===== src/rtl/noc_pkg.sv =====
// noc_pkg
//   Shared definitions for the NoC tree router blocks.
//   - WIDTH_packet / ADDR_W : default packet and destination-address widths
//   - packet_t              : packet layout, address in the top ADDR_W bits
//   - in_state_t            : input handshake FSM states
//   - out_state_t           : per-child output handshake FSM states
package noc_pkg;

   localparam int unsigned WIDTH_packet = 14;
   localparam int unsigned ADDR_W       = 4;

   typedef struct packed {
      logic [ADDR_W-1:0]              addr;
      logic [WIDTH_packet-ADDR_W-1:0] payload;
   } packet_t;

   typedef enum logic {
      IN_IDLE,
      IN_ACK
   } in_state_t;

   typedef enum logic [1:0] {
      O_IDLE,
      O_REQ,
      O_REL
   } out_state_t;

endpackage


===== src/rtl/input_ctrl_fifo.sv =====
// input_ctrl_fifo
//   Circular-buffer FIFO for one child port of input_ctrl.
//   Pointers carry one extra wrap bit, so full/empty come from comparing it.
//   Ports:
//     clk, rst : clock, synchronous active-high reset (clears contents)
//     push     : write din (ignored when full)
//     pop      : advance the head (ignored when empty)
//     din      : write data
//     dout     : current head entry
//     full     : DEPTH entries stored
//     empty    : no entries stored
module input_ctrl_fifo #(
   parameter int unsigned WIDTH_packet = 14,
   parameter int unsigned DEPTH        = 2
) (
   input  logic                    clk,
   input  logic                    rst,
   input  logic                    push,
   input  logic                    pop,
   input  logic [WIDTH_packet-1:0] din,
   output logic [WIDTH_packet-1:0] dout,
   output logic                    full,
   output logic                    empty
);

   localparam int unsigned AW = $clog2(DEPTH);

   logic [AW:0]             wptr;
   logic [AW:0]             rptr;
   logic [WIDTH_packet-1:0] mem [DEPTH];

   assign empty = (wptr == rptr);
   assign full  = (wptr[AW] != rptr[AW]) && (wptr[AW-1:0] == rptr[AW-1:0]);
   assign dout  = mem[rptr[AW-1:0]];

   // Storage is cleared on reset so the child data outputs read zero.
   always_ff @(posedge clk) begin
      if (rst) begin
         wptr <= '0;
         rptr <= '0;
         for (int unsigned i = 0; i < DEPTH; i++) begin
            mem[i] <= '0;
         end
      end else begin
         if (push && !full) begin
            mem[wptr[AW-1:0]] <= din;
            wptr              <= wptr + {{AW{1'b0}}, 1'b1};
         end
         if (pop && !empty) begin
            rptr <= rptr + {{AW{1'b0}}, 1'b1};
         end
      end
   end

endmodule


===== src/rtl/input_ctrl.sv =====
// input_ctrl
//   1-to-2 packet splitter for the NoC tree router. One 4-phase req/ack input
//   port; each packet is routed by address bit in_data[WIDTH_packet-1-LEVEL]
//   into one of two FIFOs, each drained by its own 4-phase child port.
//   Optional macro INPUT_CTRL_STATS_EN adds per-child delivery counters.
//   Ports:
//     clk, rst            : clock, synchronous active-high reset
//     in_req/in_ack       : upstream handshake
//     in_data             : upstream packet, stable while in_req=1
//     out0_req/out0_ack   : child 0 handshake (route bit 0)
//     out0_data           : child 0 packet (FIFO 0 head)
//     out1_req/out1_ack   : child 1 handshake (route bit 1)
//     out1_data           : child 1 packet (FIFO 1 head)
//     cnt0/cnt1           : packets delivered per child (stats build only)
module input_ctrl
   import noc_pkg::*;
#(
   parameter int unsigned WIDTH_packet = 14,
   parameter int unsigned ADDR_W       = 4,
   parameter int unsigned LEVEL        = 0,
   parameter int unsigned DEPTH        = 2
`ifdef INPUT_CTRL_STATS_EN
   ,
   parameter int unsigned CNT_W        = 16
`endif
) (
   input  logic                    clk,
   input  logic                    rst,
   input  logic                    in_req,
   output logic                    in_ack,
   input  logic [WIDTH_packet-1:0] in_data,
   output logic                    out0_req,
   input  logic                    out0_ack,
   output logic [WIDTH_packet-1:0] out0_data,
   output logic                    out1_req,
   input  logic                    out1_ack,
   output logic [WIDTH_packet-1:0] out1_data
`ifdef INPUT_CTRL_STATS_EN
   ,
   output logic [CNT_W-1:0]        cnt0,
   output logic [CNT_W-1:0]        cnt1
`endif
);

   // Route bit: bit (ADDR_W-1-LEVEL) of the address field in the top ADDR_W bits.
   localparam int unsigned ROUTE_BIT = WIDTH_packet - ADDR_W + (ADDR_W - 1 - LEVEL);

   in_state_t               in_state;
   logic                    sel;
   logic [1:0]              push;
   logic [1:0]              pop;
   logic [1:0]              full;
   logic [1:0]              empty;
   logic [1:0]              o_req;
   logic [1:0]              o_ack;
   logic [WIDTH_packet-1:0] dout [2];

   assign sel   = in_data[ROUTE_BIT];
   assign o_ack = {out1_ack, out0_ack};

   // Write strobe uses start-of-cycle full, so a same-edge pop never admits it.
   assign push[0] = (in_state == IN_IDLE) && in_req && !sel && !full[0];
   assign push[1] = (in_state == IN_IDLE) && in_req &&  sel && !full[1];

   always_ff @(posedge clk) begin
      if (rst) begin
         in_state <= IN_IDLE;
         in_ack   <= 1'b0;
      end else begin
         case (in_state)
            IN_IDLE: begin
               if (in_req && !full[sel]) begin
                  in_ack   <= 1'b1;
                  in_state <= IN_ACK;
               end
            end
            IN_ACK: begin
               if (!in_req) begin
                  in_ack   <= 1'b0;
                  in_state <= IN_IDLE;
               end
            end
            default: begin
               in_ack   <= 1'b0;
               in_state <= IN_IDLE;
            end
         endcase
      end
   end

   for (genvar g = 0; g < 2; g++) begin : g_child
      out_state_t o_state;

      input_ctrl_fifo #(
         .WIDTH_packet (WIDTH_packet),
         .DEPTH        (DEPTH)
      ) u_fifo (
         .clk   (clk),
         .rst   (rst),
         .push  (push[g]),
         .pop   (pop[g]),
         .din   (in_data),
         .dout  (dout[g]),
         .full  (full[g]),
         .empty (empty[g])
      );

      assign pop[g] = (o_state == O_REQ) && o_ack[g];

      always_ff @(posedge clk) begin
         if (rst) begin
            o_state  <= O_IDLE;
            o_req[g] <= 1'b0;
         end else begin
            case (o_state)
               O_IDLE: begin
                  if (!empty[g]) begin
                     o_req[g] <= 1'b1;
                     o_state  <= O_REQ;
                  end
               end
               O_REQ: begin
                  if (o_ack[g]) begin
                     o_req[g] <= 1'b0;
                     o_state  <= O_REL;
                  end
               end
               O_REL: begin
                  if (!o_ack[g]) begin
                     o_state <= O_IDLE;
                  end
               end
               default: begin
                  o_req[g] <= 1'b0;
                  o_state  <= O_IDLE;
               end
            endcase
         end
      end
   end

   assign out0_req  = o_req[0];
   assign out1_req  = o_req[1];
   assign out0_data = dout[0];
   assign out1_data = dout[1];

`ifdef INPUT_CTRL_STATS_EN
   always_ff @(posedge clk) begin
      if (rst) begin
         cnt0 <= '0;
         cnt1 <= '0;
      end else begin
         if (pop[0]) cnt0 <= cnt0 + {{(CNT_W-1){1'b0}}, 1'b1};
         if (pop[1]) cnt1 <= cnt1 + {{(CNT_W-1){1'b0}}, 1'b1};
      end
   end
`endif

endmodule


===== config.mk =====
export PLATFORM = sky130hd
export DESIGN_NAME = input_ctrl
export DESIGN_NICKNAME = d
export VERILOG_FILES = /design/src/rtl/noc_pkg.sv /design/src/rtl/input_ctrl_fifo.sv /design/src/rtl/input_ctrl.sv
export SDC_FILE = /design/constraint.sdc
export NUM_CORES = 1
export LEC_CHECK = 0
export ABC_CLOCK_PERIOD_IN_PS = 6100
export BUFFER_PORTS_ARGS = -buffer_cell sky130_fd_sc_hd__buf_4
export CORE_MARGIN = 1.5
export CORE_UTILIZATION = 60
export DETAILED_ROUTE_END_ITERATION = 10
export MAX_ROUTING_LAYER = met4
export PLACE_DENSITY = 0.83
export SLEW_MARGIN = 20
export SYNTH_ARGS = -nofsm -noshare
export SYNTH_HDL_FRONTEND = slang
export SYNTH_HIERARCHICAL = 1
export SYNTH_SLANG_ARGS = --single-unit

===== constraint.sdc =====
create_clock -name clk -period 6.1 [get_ports clk]
set_input_delay 0.305 -clock clk [delete_from_list [all_inputs] [get_ports clk]]
set_output_delay 0.305 -clock clk [all_outputs]
set_load 0.005 [all_outputs]

==> results of run 1 <==
[registers in the layout (all words and copies together), names as in the netlist, named ones only]
name and count:
g_child.u_fifo/mem 56, g_child.o_state 4, g_child.u_fifo/wptr 4, out1_req 1
out0_req 1, g_child.u_fifo/rptr 4, in_ack 1, in_state 1
[critical path, stage by stage, from the launching register on]
cell and delay [ns]:
dfxtp_1 0.46, xor2_1 0.24, nor2_1 0.11, nor4b_4 0.42, nand2_1 0.15, o21bai_2 0.35
nand2b_1 0.56
[metrics by stage]
step	utilization	setup slack [ns]	hold WS, ns	power [W]	instances
detailed placement	0.693	3.48	0.490	0.000779	391
CTS	0.731	3.44	0.162	0.00117	407
floorplan	-	3.90	0.374	0.000708	280
finish	0.731	3.43	0.183	0.00116	407
global route	0.731	3.22	0.178	0.00121	407
global placement	0.693	3.58	0.471	0.000773	391
[worst max path at each step]
stage                                           start                                        end  slack (ns)  cells after the start
6_report       g_child[0].u_fifo/wptr[0]$_SDFFE_PP0P_  g_child[0].u_fifo/mem[1][1]$_SDFFCE_PN0P_        3.43                      6
2_1_floorplan  g_child[0].u_fifo/rptr[1]$_SDFFE_PP0P_  g_child[0].u_fifo/mem[1][0]$_SDFFCE_PN0P_        3.90                      6
3_3_place_gp   g_child[0].u_fifo/rptr[1]$_SDFFE_PP0P_  g_child[0].u_fifo/mem[1][5]$_SDFFCE_PN0P_        3.58                      6
4_1_cts        g_child[0].u_fifo/wptr[0]$_SDFFE_PP0P_  g_child[0].u_fifo/mem[1][1]$_SDFFCE_PN0P_        3.44                      6
3_5_place_dp   g_child[0].u_fifo/rptr[1]$_SDFFE_PP0P_  g_child[0].u_fifo/mem[1][5]$_SDFFCE_PN0P_        3.48                      6
5_1_grt        g_child[0].u_fifo/rptr[1]$_SDFFE_PP0P_  g_child[0].u_fifo/mem[1][8]$_SDFFCE_PN0P_        3.22                      6
[cell families after synthesis]
family / synth area share
buffers and inverters: 0.0189
DFF: 0.604
AOI/OAI and AO/OA: 0.0563
muxes: 0.114
xor gates and xnor gates: 0.0200
and+or+nand+nor: 0.187
[cell type report]
class / instances / area [sq um] / area share
clock buffers: 9 / 124 / 0.0310
inverters: 5 / 18.8 / 0.00469
multi-input cells: 191 / 1270 / 0.318
well taps: 72 / 90.1 / 0.0225
clock inverters: 7 / 83.8 / 0.0210
flip-flops and latches: 74 / 2040 / 0.510
repair buffers: 49 / 368 / 0.0920
[cells in the final DEF, fill, tap and decap left out, types with 4 or more instances in the layout]
cell and n:
mux2_2 28, nor2_1 68, nand2b_1 34, clkbuf_8 9, buf_4 49, inv_1 5
edfxtp_1 56, dfxtp_1 18, o21a_1 4, nand2_1 7, nor2b_1 8, mux2i_1 4
a21oi_1 10
[routing by layer]
layer | share of wire | global-route usage
met3 | 0.051 | 0.0453
met1 | 0.41 | 0.269
met5 | 0 | -
met4 | 0.012 | 0.0893
met2 | 0.52 | 0.382
[power by group]
part / switching (W) / internal (W)
sequential: 0.0000266 / 0.000578
clock: 0.000172 / 0.000225
combinational: 0.0000741 / 0.0000888
==> metrics.md, run 1 <==
| Metric | Value |
|---|---|
| Status | finished clean |
| Synth Area per Inst | 12.1 sq um |
| Setup Buffers After CTS | 0 |
| IO Pins | 50 |
| Worst r2r src | g_child[0].u_fifo/wptr[0]$_SDFFE_PP0P_ |
| Initial DRC count | 220 |
| Largest net degree at the start of global routing | 49 |
| Worst hold path type | in -> reg |
| Post-synth EDFFs | 56 |
| Fill cell count | 390 |
| Cts hold-fix bufs | 0 |
| Top-area cell type share of the netlist area | 0.498 |
| Core Region | 0.00547 sq mm |
| DRC Markers | 0 |
| Critical Path Start Type | flop |
| First-pass GRT wire length | 9940 microns |
| H-tree levels | 3 |
| DR WL/cell | 15.4 microns |
| Nets | 349 |
| Crit. End Element | flop |
| Post-Syn Nets | 299 |
| Max_cap viols | 0 |
| Initial Utilization | 0.618 |
| Clock slew at reported path FFs | 0.07 ns |
| Post-route cell area | 0.00400 sq mm |
| Total gr overflow | 0 |
| F_max | 374 MHz |
| Register-to-Register Path Depth | 6 |
| CTS max path bufs | 2 |
| CTS buffer count | 9 |
| TNS Setup | 0 ns |
| Die outline area | 0.00609 sq mm |
| DR vias | 2220 |
| Vias in the first global route | 2106 |
| Static Leakage | 1.53 nW |
| Count of endpoints failing setup in the final report | 0 |
| Start point of the worst hold path | out0_ack |
| Netlist cell types | 30 |
| ANT nets after route | 0 |
| Synth async-reset ratio | 0 |
| RSZ-0062 raised after global routing | no |
| Reg2reg end | g_child[0].u_fifo/mem[1][1]$_SDFFCE_PN0P_ |
| Initial antenna violation count | 0 |
| Area delta synth->final | 18.4% |
| Die X | 78.1 microns |
| WL final | 6260 microns |
| Worst Hold End | g_child[0].o_state[0]$_SDFFE_PP0P_ |
| Vias per cell | 5.45 |
| Most common cell in the synthesized netlist | nor2_1 |
| YS warnings | 6 |
| Area leader, netlist | edfxtp_1 |
| Most frequent cells after synthesis | nor2_1 (68), edfxtp_1 (56), nand2b_1 (34), mux2_2 (28), dfxtp_1 (18) |
| Detailed-placement wirelength estimate | 4220 microns |
| R2R setup slack | 3.43 ns |
| GRT Total Usage | 0.227 |
| Crit path kind | reg -> reg |
| CTS resizes | 0 |
| Worst hold path depth | 2 |
| CP required | 6.07 ns |
| Clock latency on the worst-skew pair | 0.34 ns |
| Arrival @ worst endpoint | 2.65 ns |
| Num rows | 27 |
| Netlist Area Pre-Place | 0.00338 sq mm |
| Seq/Total Area, Yosys | 0.604 |
| Share of cells above drive strength 1 | 0.310 |
| Maximum VDD drop | 0.203 mV |
| Area after DPL | 0.00379 sq mm |
| Worst Clk Skew | 0.00455 ns |
| Final Hold Viols | 0 |
| First-pass DRT Iterations | 4 |
| Die Y-Extent | 78.1 microns |
| Top post-synthesis cells by area | edfxtp_1 (50%), dfxtp_1 (11%), mux2_2 (9.3%), nor2_1 (7.6%), nand2b_1 (6.3%) |
| Worst Tran Pin Value | 0.687 ns |
| Slew Limit Fails | 0 |
| Post-synthesis register bit count | 74 |
| PwrDens | 291 mW/mm^2 |
| CP max FO | 15 |
| Main synth FF type | edfxtp_1 |
| Period Utilization, post-route | 0.438 |
| Clock Sink Count | 74 |
| Antenna Cells | 0 |
| Port-buffer cells | 49 |
| Clock root buffer master | clkbuf_8 |
| Fin crit period | 2.67 ns |
| TritonCTS clock tree | done |
| Slew HR | 0.542 |
| Syn Inst Count | 280 |
| GP Congestion | 0.825 |
(Power assumes the default switching activity.)
==> inputs of run 2 (changes only) <==
--- a/config.mk
+++ b/config.mk
@@ -5,13 +5,13 @@
 export SDC_FILE = /design/constraint.sdc
 export NUM_CORES = 1
 export LEC_CHECK = 0
-export ABC_CLOCK_PERIOD_IN_PS = 6100
+export ABC_CLOCK_PERIOD_IN_PS = 2200
 export BUFFER_PORTS_ARGS = -buffer_cell sky130_fd_sc_hd__buf_4
 export CORE_MARGIN = 1.5
-export CORE_UTILIZATION = 60
+export CORE_UTILIZATION = 51
 export DETAILED_ROUTE_END_ITERATION = 10
 export MAX_ROUTING_LAYER = met4
-export PLACE_DENSITY = 0.83
+export PLACE_DENSITY = 0.75
 export SLEW_MARGIN = 20
 export SYNTH_ARGS = -nofsm -noshare
 export SYNTH_HDL_FRONTEND = slang
==> constraint.sdc (replaced) <==
create_clock -name clk -period 2.2 [get_ports clk]
set_input_delay 0.11 -clock clk [delete_from_list [all_inputs] [get_ports clk]]
set_output_delay 0.11 -clock clk [all_outputs]
set_load 0.005 [all_outputs]
==> metrics.md, run 2 (same netlist as run 1, synthesis figures left out) <==
| Metric | Value |
|---|---|
| Antenna Cells | 0 (unchanged) |
| Num rows | 29 (+7.4%) |
| Internal Power | 0.00226 W (+150%) |
| Power share of the combinational group | 0.156 (+0.016) |
| Non-Filler Instances | 423 (+3.9%) |
| Die X | 84.4 microns (+8.1%) |
| Status | finished clean |
| First-pass DRT Iterations | 4 (unchanged) |
| H-tree levels | 3 (unchanged) |
| Detailed-placement wirelength estimate | 4380 microns (+3.8%) |
| Top reg by flops | g_child.u_fifo/mem |
| Worst hold slack | 0.0602 ns (-0.123 ns) |
| Core Region | 0.00639 sq mm (+17%) |
| CTS max path bufs | 2 (unchanged) |
| Commonest non-fill, non-tap cell in the layout | nor2_1 |
| Clock slew at reported path FFs | 0.07 ns (about the same) |
| DR WL/cell | 15.2 microns (-1.3%) |
| Max Used Layer | met4 |
| Met3 WL | 300 microns (-6.0%) |
| Worst Clk Skew | 0.00672 ns (+0.00217 ns) |
| Vias in the first global route | 2200 (+4.5%) |
| Initial antenna violation count | 0 (unchanged) |
| Initial DRC count | 114 (-48%) |
| Period Utilization, post-route | 0.936 (+0.498) |
| Max reg flops | 56 (unchanged) |
| Part of the power in registers | 0.553 (+0.034) |
| TritonCTS clock tree | done |
| WL final | 6420 microns (+2.6%) |
| Total gr overflow | 0 (unchanged) |
| Slew Limit Fails | 0 (unchanged) |
| Clock root buffer master | clkbuf_8 |
| Commonest non-fill, non-tap cells in the layout | nor2_1 (68), buf_4 (58), edfxtp_1 (56) |
| IO Pins | 50 (unchanged) |
| DR vias | 2252 (+1.4%) |
| Worst hold path type | in -> reg |
| Share of cells above drive strength 1 | 0.332 (+0.0219) |
| ANT nets after route | 0 (unchanged) |
| CP required | 2.24 ns (-3.83 ns) |
| F_max | 486 MHz (+30%) |
| Slew HR | 0.575 (+0.0331) |
| Nets | 360 (+3.2%) |
| Count of endpoints failing setup in the final report | 0 (unchanged) |
| Clock Sink Count | 74 (unchanged) |
| Fin crit period | 2.06 ns (-0.614 ns) |
| Die outline area | 0.00712 sq mm (+17%) |
| Placed cells | 405 (+3.6%) |
| PnR worst setup slack | 0.140 ns (-3.29 ns) |
| Final Hold Viols | 0 (unchanged) |
| Largest net degree at the start of global routing | 49 (unchanged) |
| Routed metal-1 wirelength | 2810 microns (+8.2%) |
| Static Leakage | 1.56 nW (+1.7%) |
| Finished Core Util | 0.634 (-0.0969) |
| Die Y-Extent | 84.4 microns (+8.1%) |
| Maximum VDD drop | 0.437 mV (+110%) |
| Net Switching | 0.000772 W (+180%) |
| Crit. End Element | flop |
| Setup Buffers After CTS | 0 (unchanged) |
| RSZ-0062 raised after global routing | no |
| PwrDens | 748 mW/mm^2 (+160%) |
| Critical Path Start Type | flop |
| Worst Tran Pin Value | 0.636 ns (-0.0505 ns) |
| Sw frac | 0.255 (+0.0210) |
| Max_cap viols | 0 (unchanged) |
| GP Congestion | 0.752 (-8.8%) |
| CP max FO | 14 (-1) |
| TNS Setup | 0 ns (unchanged) |
| CTS buffer count | 9 (unchanged) |
| Vias per cell | 5.32 (-2.4%) |
| DRC Markers | 0 (unchanged) |
| Initial Utilization | 0.529 (-0.0883) |
| Port-buffer cells | 49 (unchanged) |
| Crit path kind | reg -> reg |
| GRT Total Usage | 0.196 (-0.0304) |
| Clock latency on the worst-skew pair | 0.34 ns (about the same) |
| First-pass GRT wire length | 10400 microns (+4.4%) |
| Clock share of power | 0.291 (-0.050) |
| DP Worst Slack | 0.142 ns (-3.33 ns) |
| Arrival @ worst endpoint | 2.10 ns (-0.55 ns) |
| DR WL met2 | 3160 microns (-3.5%) |
| Area delta synth->final | 19.8% |
-- run 2: changes by cell type in the layout (fill, tap and decap cells not counted) --
cell           change
clkinv_2           +1
clkinvlp_4         +1
dfxtp_2            +2
buf_4              +9
dfxtp_1            -2
dlygate4sd3_1      +2
bufinv_16          -2
-- run 2: power groups by stage --
stage               Sequential, W  Combinational [W]  Clock (W)
finish                    0.00168           0.000473   0.000880
CTS                       0.00168           0.000477   0.000905
global route              0.00169           0.000520   0.000952
floorplan                 0.00168           0.000283          0
detailed placement        0.00171           0.000470          0
global placement          0.00170           0.000460          0
-- run 2: worst max-delay path, stage by stage, from the launching register on --
cell	delay, ns
dfxtp_1	0.46
xor2_1	0.23
nor2_1	0.08
and4bb_4	0.38
nand2_1	0.10
o21bai_2	0.21
nand2b_1	0.07
buf_4	0.22
-- run 2: final cells by class --
type,count,area [sq um]
Clock inverter,7,36.3
Tap cell,77,96.3
Multi-Input combinational cell,191,1270
Fill cell,511,2340
Timing Repair Buffer,60,455
Inverter,5,18.8
Clock buffer,9,124
Sequential cell,74,2040
-- run 2: repair_timing --
item,in CTS,in global routing
gates resized for setup,0,2
hold buffers,2,0
setup endpoints to repair,0,26
hold endpoints to repair,2,0
-- run 2: final timing paths --
| kind | startpoint | to | slack, ns | cells past startpoint |
|---|---|---|---|---|
| min | in_req | in_state$_SDFF_PP0_ | 0.06 | 3 |
| max | g_child[1].u_fifo/rptr[0]$_SDFFE_PP0P_ | g_child[1].u_fifo/mem[1][0]$_SDFFCE_PN0P_ | 0.14 | 7 |
| max reg2reg | g_child[1].u_fifo/rptr[0]$_SDFFE_PP0P_ | g_child[1].u_fifo/mem[1][0]$_SDFFCE_PN0P_ | 0.14 | 7 |
| min reg2reg | in_ack$_SDFFE_PP0P_ | in_ack$_SDFFE_PP0P_ | 0.49 | 2 |
-- run 2: per-layer routing --
layer  vias up  global-route usage
met5         -                   -
met4         0              0.0909
met3        15              0.0374
met2        64               0.323
met1      1082               0.235
li1       1091                   -
-- run 2: metrics by stage --
stage                     cell area [sq um]  power (W)
final                                  4050    0.00303
after global routing                   4050    0.00316
after CTS                              4050    0.00306
after detailed placement               3870    0.00218
after global placement                 3870    0.00216
after floorplan                        3380    0.00196
==> inputs of run 3 (changes only) <==
--- a/config.mk
+++ b/config.mk
@@ -7,6 +7,7 @@
 export LEC_CHECK = 0
 export ABC_CLOCK_PERIOD_IN_PS = 2200
 export BUFFER_PORTS_ARGS = -buffer_cell sky130_fd_sc_hd__buf_4
+export CORE_ASPECT_RATIO = 0.7
 export CORE_MARGIN = 1.5
 export CORE_UTILIZATION = 51
 export DETAILED_ROUTE_END_ITERATION = 10
@@ -15,5 +16,4 @@
 export SLEW_MARGIN = 20
 export SYNTH_ARGS = -nofsm -noshare
 export SYNTH_HDL_FRONTEND = slang
-export SYNTH_HIERARCHICAL = 1
 export SYNTH_SLANG_ARGS = --single-unit
==> metrics.md, run 3 <==
| Metric | Value |
|---|---|
| CTS resizes | 0 (unchanged) |
| DR WL met2 | 2610 microns (-17%) |
| Vias per cell | 5.13 (-3.6%) |
| Nets | 320 (-11%) |
| Register-to-Register Path Depth | 3 (-4) |
| Critical Path Start Type | flop |
| Netlist cell types | 43 (+43%) |
| Die X | 101 microns (+19%) |
| Most common cell in the synthesized netlist | edfxtp_1 |
| Crit. End Element | flop |
| Seq/Total Area, Yosys | 0.598 (-0.00598) |
| Finished Core Util | 0.636 (+0.00165) |
| Initial DRC count | 81 (-29%) |
| Start point of the worst hold path | out0_ack |
| Die outline area | 0.00720 sq mm (+1.1%) |
| Cts hold-fix bufs | 0 (-2) |
| Post-synthesis xor/xnor area fraction | 0.0323 (+0.0123) |
| Static Leakage | 1.57 nW (+0.79%) |
| R2R setup slack | 0.36 ns (+0.22 ns) |
| Initial Utilization | 0.539 (+0.00951) |
| Commonest non-fill, non-tap cell in the layout | edfxtp_1 |
| Initial antenna violation count | 0 (unchanged) |
| TritonCTS clock tree | done |
| Count of endpoints failing setup in the final report | 0 (unchanged) |
| DR WL/cell | 15.0 microns (-0.94%) |
| Status | finished clean |
| Met3 WL | 285 microns (-5.0%) |
| Top reg by flops | g_child.u_fifo.mem |
| Largest family of logic cells by synthesized area | simple AND/OR/NAND/NOR gates |
| PwrDens | 716 mW/mm^2 (-4.3%) |
| Multiplexer share of the synthesized area | 0.119 (+0.00474) |
| CP required | 2.18 ns (-0.06 ns) |
| Most frequent cells after synthesis | edfxtp_1 (56), and2_1 (48), mux2_2 (31), dfxtp_1 (18), nor2_1 (12) |
| Die Y-Extent | 71.4 microns (-15%) |
| Period Utilization, post-route | 0.836 (-0.0997) |
| Worst Hold End | g_child[0].o_state[1]$_SDFFE_PP0P_ |
| Detailed-placement wirelength estimate | 4160 microns (-5.1%) |
| Arrival @ worst endpoint | 1.82 ns (-0.28 ns) |
| CP max FO | 14 (unchanged) |
| Synth Area per Inst | 13.8 sq um (+14%) |
| First-pass GRT wire length | 9560 microns (-8.0%) |
| Area leader, netlist | edfxtp_1 |
| Port-buffer cells | 49 (unchanged) |
| Post-synthesis register bit count | 74 (unchanged) |
| Post-synth EDFFs | 56 (unchanged) |
| WL final | 5950 microns (-7.3%) |
| ANT nets after route | 0 (unchanged) |
| Crit path kind | reg -> reg |
| H-tree levels | 3 (unchanged) |
| Clock root buffer master | clkbuf_8 |
| Antenna Cells | 0 (unchanged) |
| CTS buffer count | 9 (unchanged) |
| Synth async-reset ratio | 0 (unchanged) |
| Slew Limit Fails | 0 (unchanged) |
| Final Hold Viols | 0 (unchanged) |
| Worst hold path type | in -> reg |
| Compound-cell area share of the yosys netlist | 0.0773 (+0.0211) |
| YS warnings | 0 (-6) |
| GRT Total Usage | 0.190 (-0.00599) |
| Setup Buffers After CTS | 0 (unchanged) |
| Area delta synth->final | 18.0% |
| Vias in the first global route | 1901 (-14%) |
| Routed metal-1 wirelength | 2940 microns (+5.0%) |
| Max Used Layer | met4 |
| Max reg flops | 56 (unchanged) |
| Top post-synthesis cells by area | edfxtp_1 (49%), dfxtp_1 (11%), mux2_2 (10%), and2_1 (8.8%), mux2_1 (1.6%) |
| Worst r2r src | g_child[1].u_fifo.wptr[0]$_SDFFE_PP0P_ |
| Netlist Area Pre-Place | 0.00341 sq mm (+1.0%) |
| Largest net degree at the start of global routing | 29 (-41%) |
| Num rows | 24 (-17%) |
| Maximum VDD drop | 0.368 mV (-16%) |
| Share of cells above drive strength 1 | 0.361 (+0.0283) |
| Slew HR | 0.525 (-0.0500) |
| CTS max path bufs | 2 (unchanged) |
| Synth Area in Adders | 0 (unchanged) |
| Top-area cell type share of the netlist area | 0.493 (-0.00492) |
| Clock Sink Count | 74 (unchanged) |
| Worst Clk Skew | 0.00576 ns (-0.000961 ns) |
| GP Congestion | 0.747 (-0.66%) |
| Main synth FF type | edfxtp_1 |
| Worst hold path depth | 2 (-1) |
| DR vias | 2032 (-9.8%) |
| Core Region | 0.00634 sq mm (-0.78%) |
| First-pass DRT Iterations | 4 (unchanged) |
| Post-Synth Simple-Gate Area | 0.148 (-0.0385) |
| Total gr overflow | 0 (unchanged) |
| Worst Tran Pin Value | 0.712 ns (+0.0759 ns) |
| Syn Inst Count | 247 (-12%) |
| DRC Markers | 0 (unchanged) |
| F_max | 543 MHz (+12%) |
| RSZ-0062 raised after global routing | no |
| Reg2reg end | g_child[1].u_fifo.mem[0][6]$_SDFFCE_PN0P_ |
| IO Pins | 50 (unchanged) |
| Max_cap viols | 0 (unchanged) |
| Clock slew at reported path FFs | 0.07 ns (about the same) |
| TNS Setup | 0 ns (unchanged) |
| Fin crit period | 1.84 ns (-0.219 ns) |
| Clock latency on the worst-skew pair | 0.34 ns (about the same) |
| Commonest non-fill, non-tap cells in the layout | edfxtp_1 (56), buf_4 (51), and2_1 (48) |
run 3: layer usage:
metal | vias up | global-route usage
met3 | 14 | 0.0537
met5 | - | -
met4 | 0 | 0.0798
li1 | 993 | -
met2 | 44 | 0.270
met1 | 981 | 0.258
run 3: critical path, cell delays in order, from the launching register on:
cell     delay [ns]
dfxtp_1        0.51
xnor2_2        0.20
a21oi_1        0.25
a21o_1         0.51
run 3: logic make-up (layout without fill, tap and decap cells):
family,after synthesis,after routing
mux,36,36
simple gates,83,83
compound gates,28,28
other cells,1,2
xor+xnor,10,10
flops,74,74
buf+inv,15,72
run 3: power by group:
group	internal [W]	leakage (nW)	switching [W]	total [W]
clock	0.000505	0.0886	0.000465	0.000970
combinational	0.000153	0.753	0.000138	0.000291
sequential	0.00158	0.730	0.0000397	0.00162
run 3: worst max path at each step:
stage	slack, ns	from	to
CTS	0.36	in_state$_SDFF_PP0_	g_child[0].u_fifo.mem[0][8]$_SDFFCE_PN0P_
finish	0.36	g_child[1].u_fifo.wptr[0]$_SDFFE_PP0P_	g_child[1].u_fifo.mem[0][6]$_SDFFCE_PN0P_
detailed placement	0.38	in_state$_SDFF_PP0_	g_child[0].u_fifo.mem[0][10]$_SDFFCE_PN0P_
global route	0.22	g_child[0].u_fifo.wptr[0]$_SDFFE_PP0P_	g_child[0].u_fifo.mem[0][1]$_SDFFCE_PN0P_
floorplan	0.44	in_state$_SDFF_PP0_	g_child[0].u_fifo.mem[1][0]$_SDFFCE_PN0P_
global placement	0.42	in_state$_SDFF_PP0_	g_child[0].u_fifo.mem[0][2]$_SDFFCE_PN0P_
run 3: layout make-up:
cell class | instances | area, sq um
Clock buffer | 10 | 128
Clock inverter | 5 | 46.3
Fill cell | 476 | 2310
Inverter | 6 | 22.5
Multi-Input combinational cell | 159 | 1290
Sequential cell | 74 | 2040
Tap cell | 91 | 114
Timing Repair Buffer | 51 | 383
run 3: through the flow:
stage	setup slack, ns	power [W]	hold slack, ns	std cells	instance area, sq um
after floorplan	0.436	0.00180	0.273	248	3420
after global placement	0.418	0.00194	0.398	381	3850
after detailed placement	0.380	0.00195	0.406	381	3850
after CTS	0.361	0.00290	0.0341	396	4030
after global routing	0.223	0.00299	0.0329	396	4030
final	0.360	0.00288	0.0511	396	4030
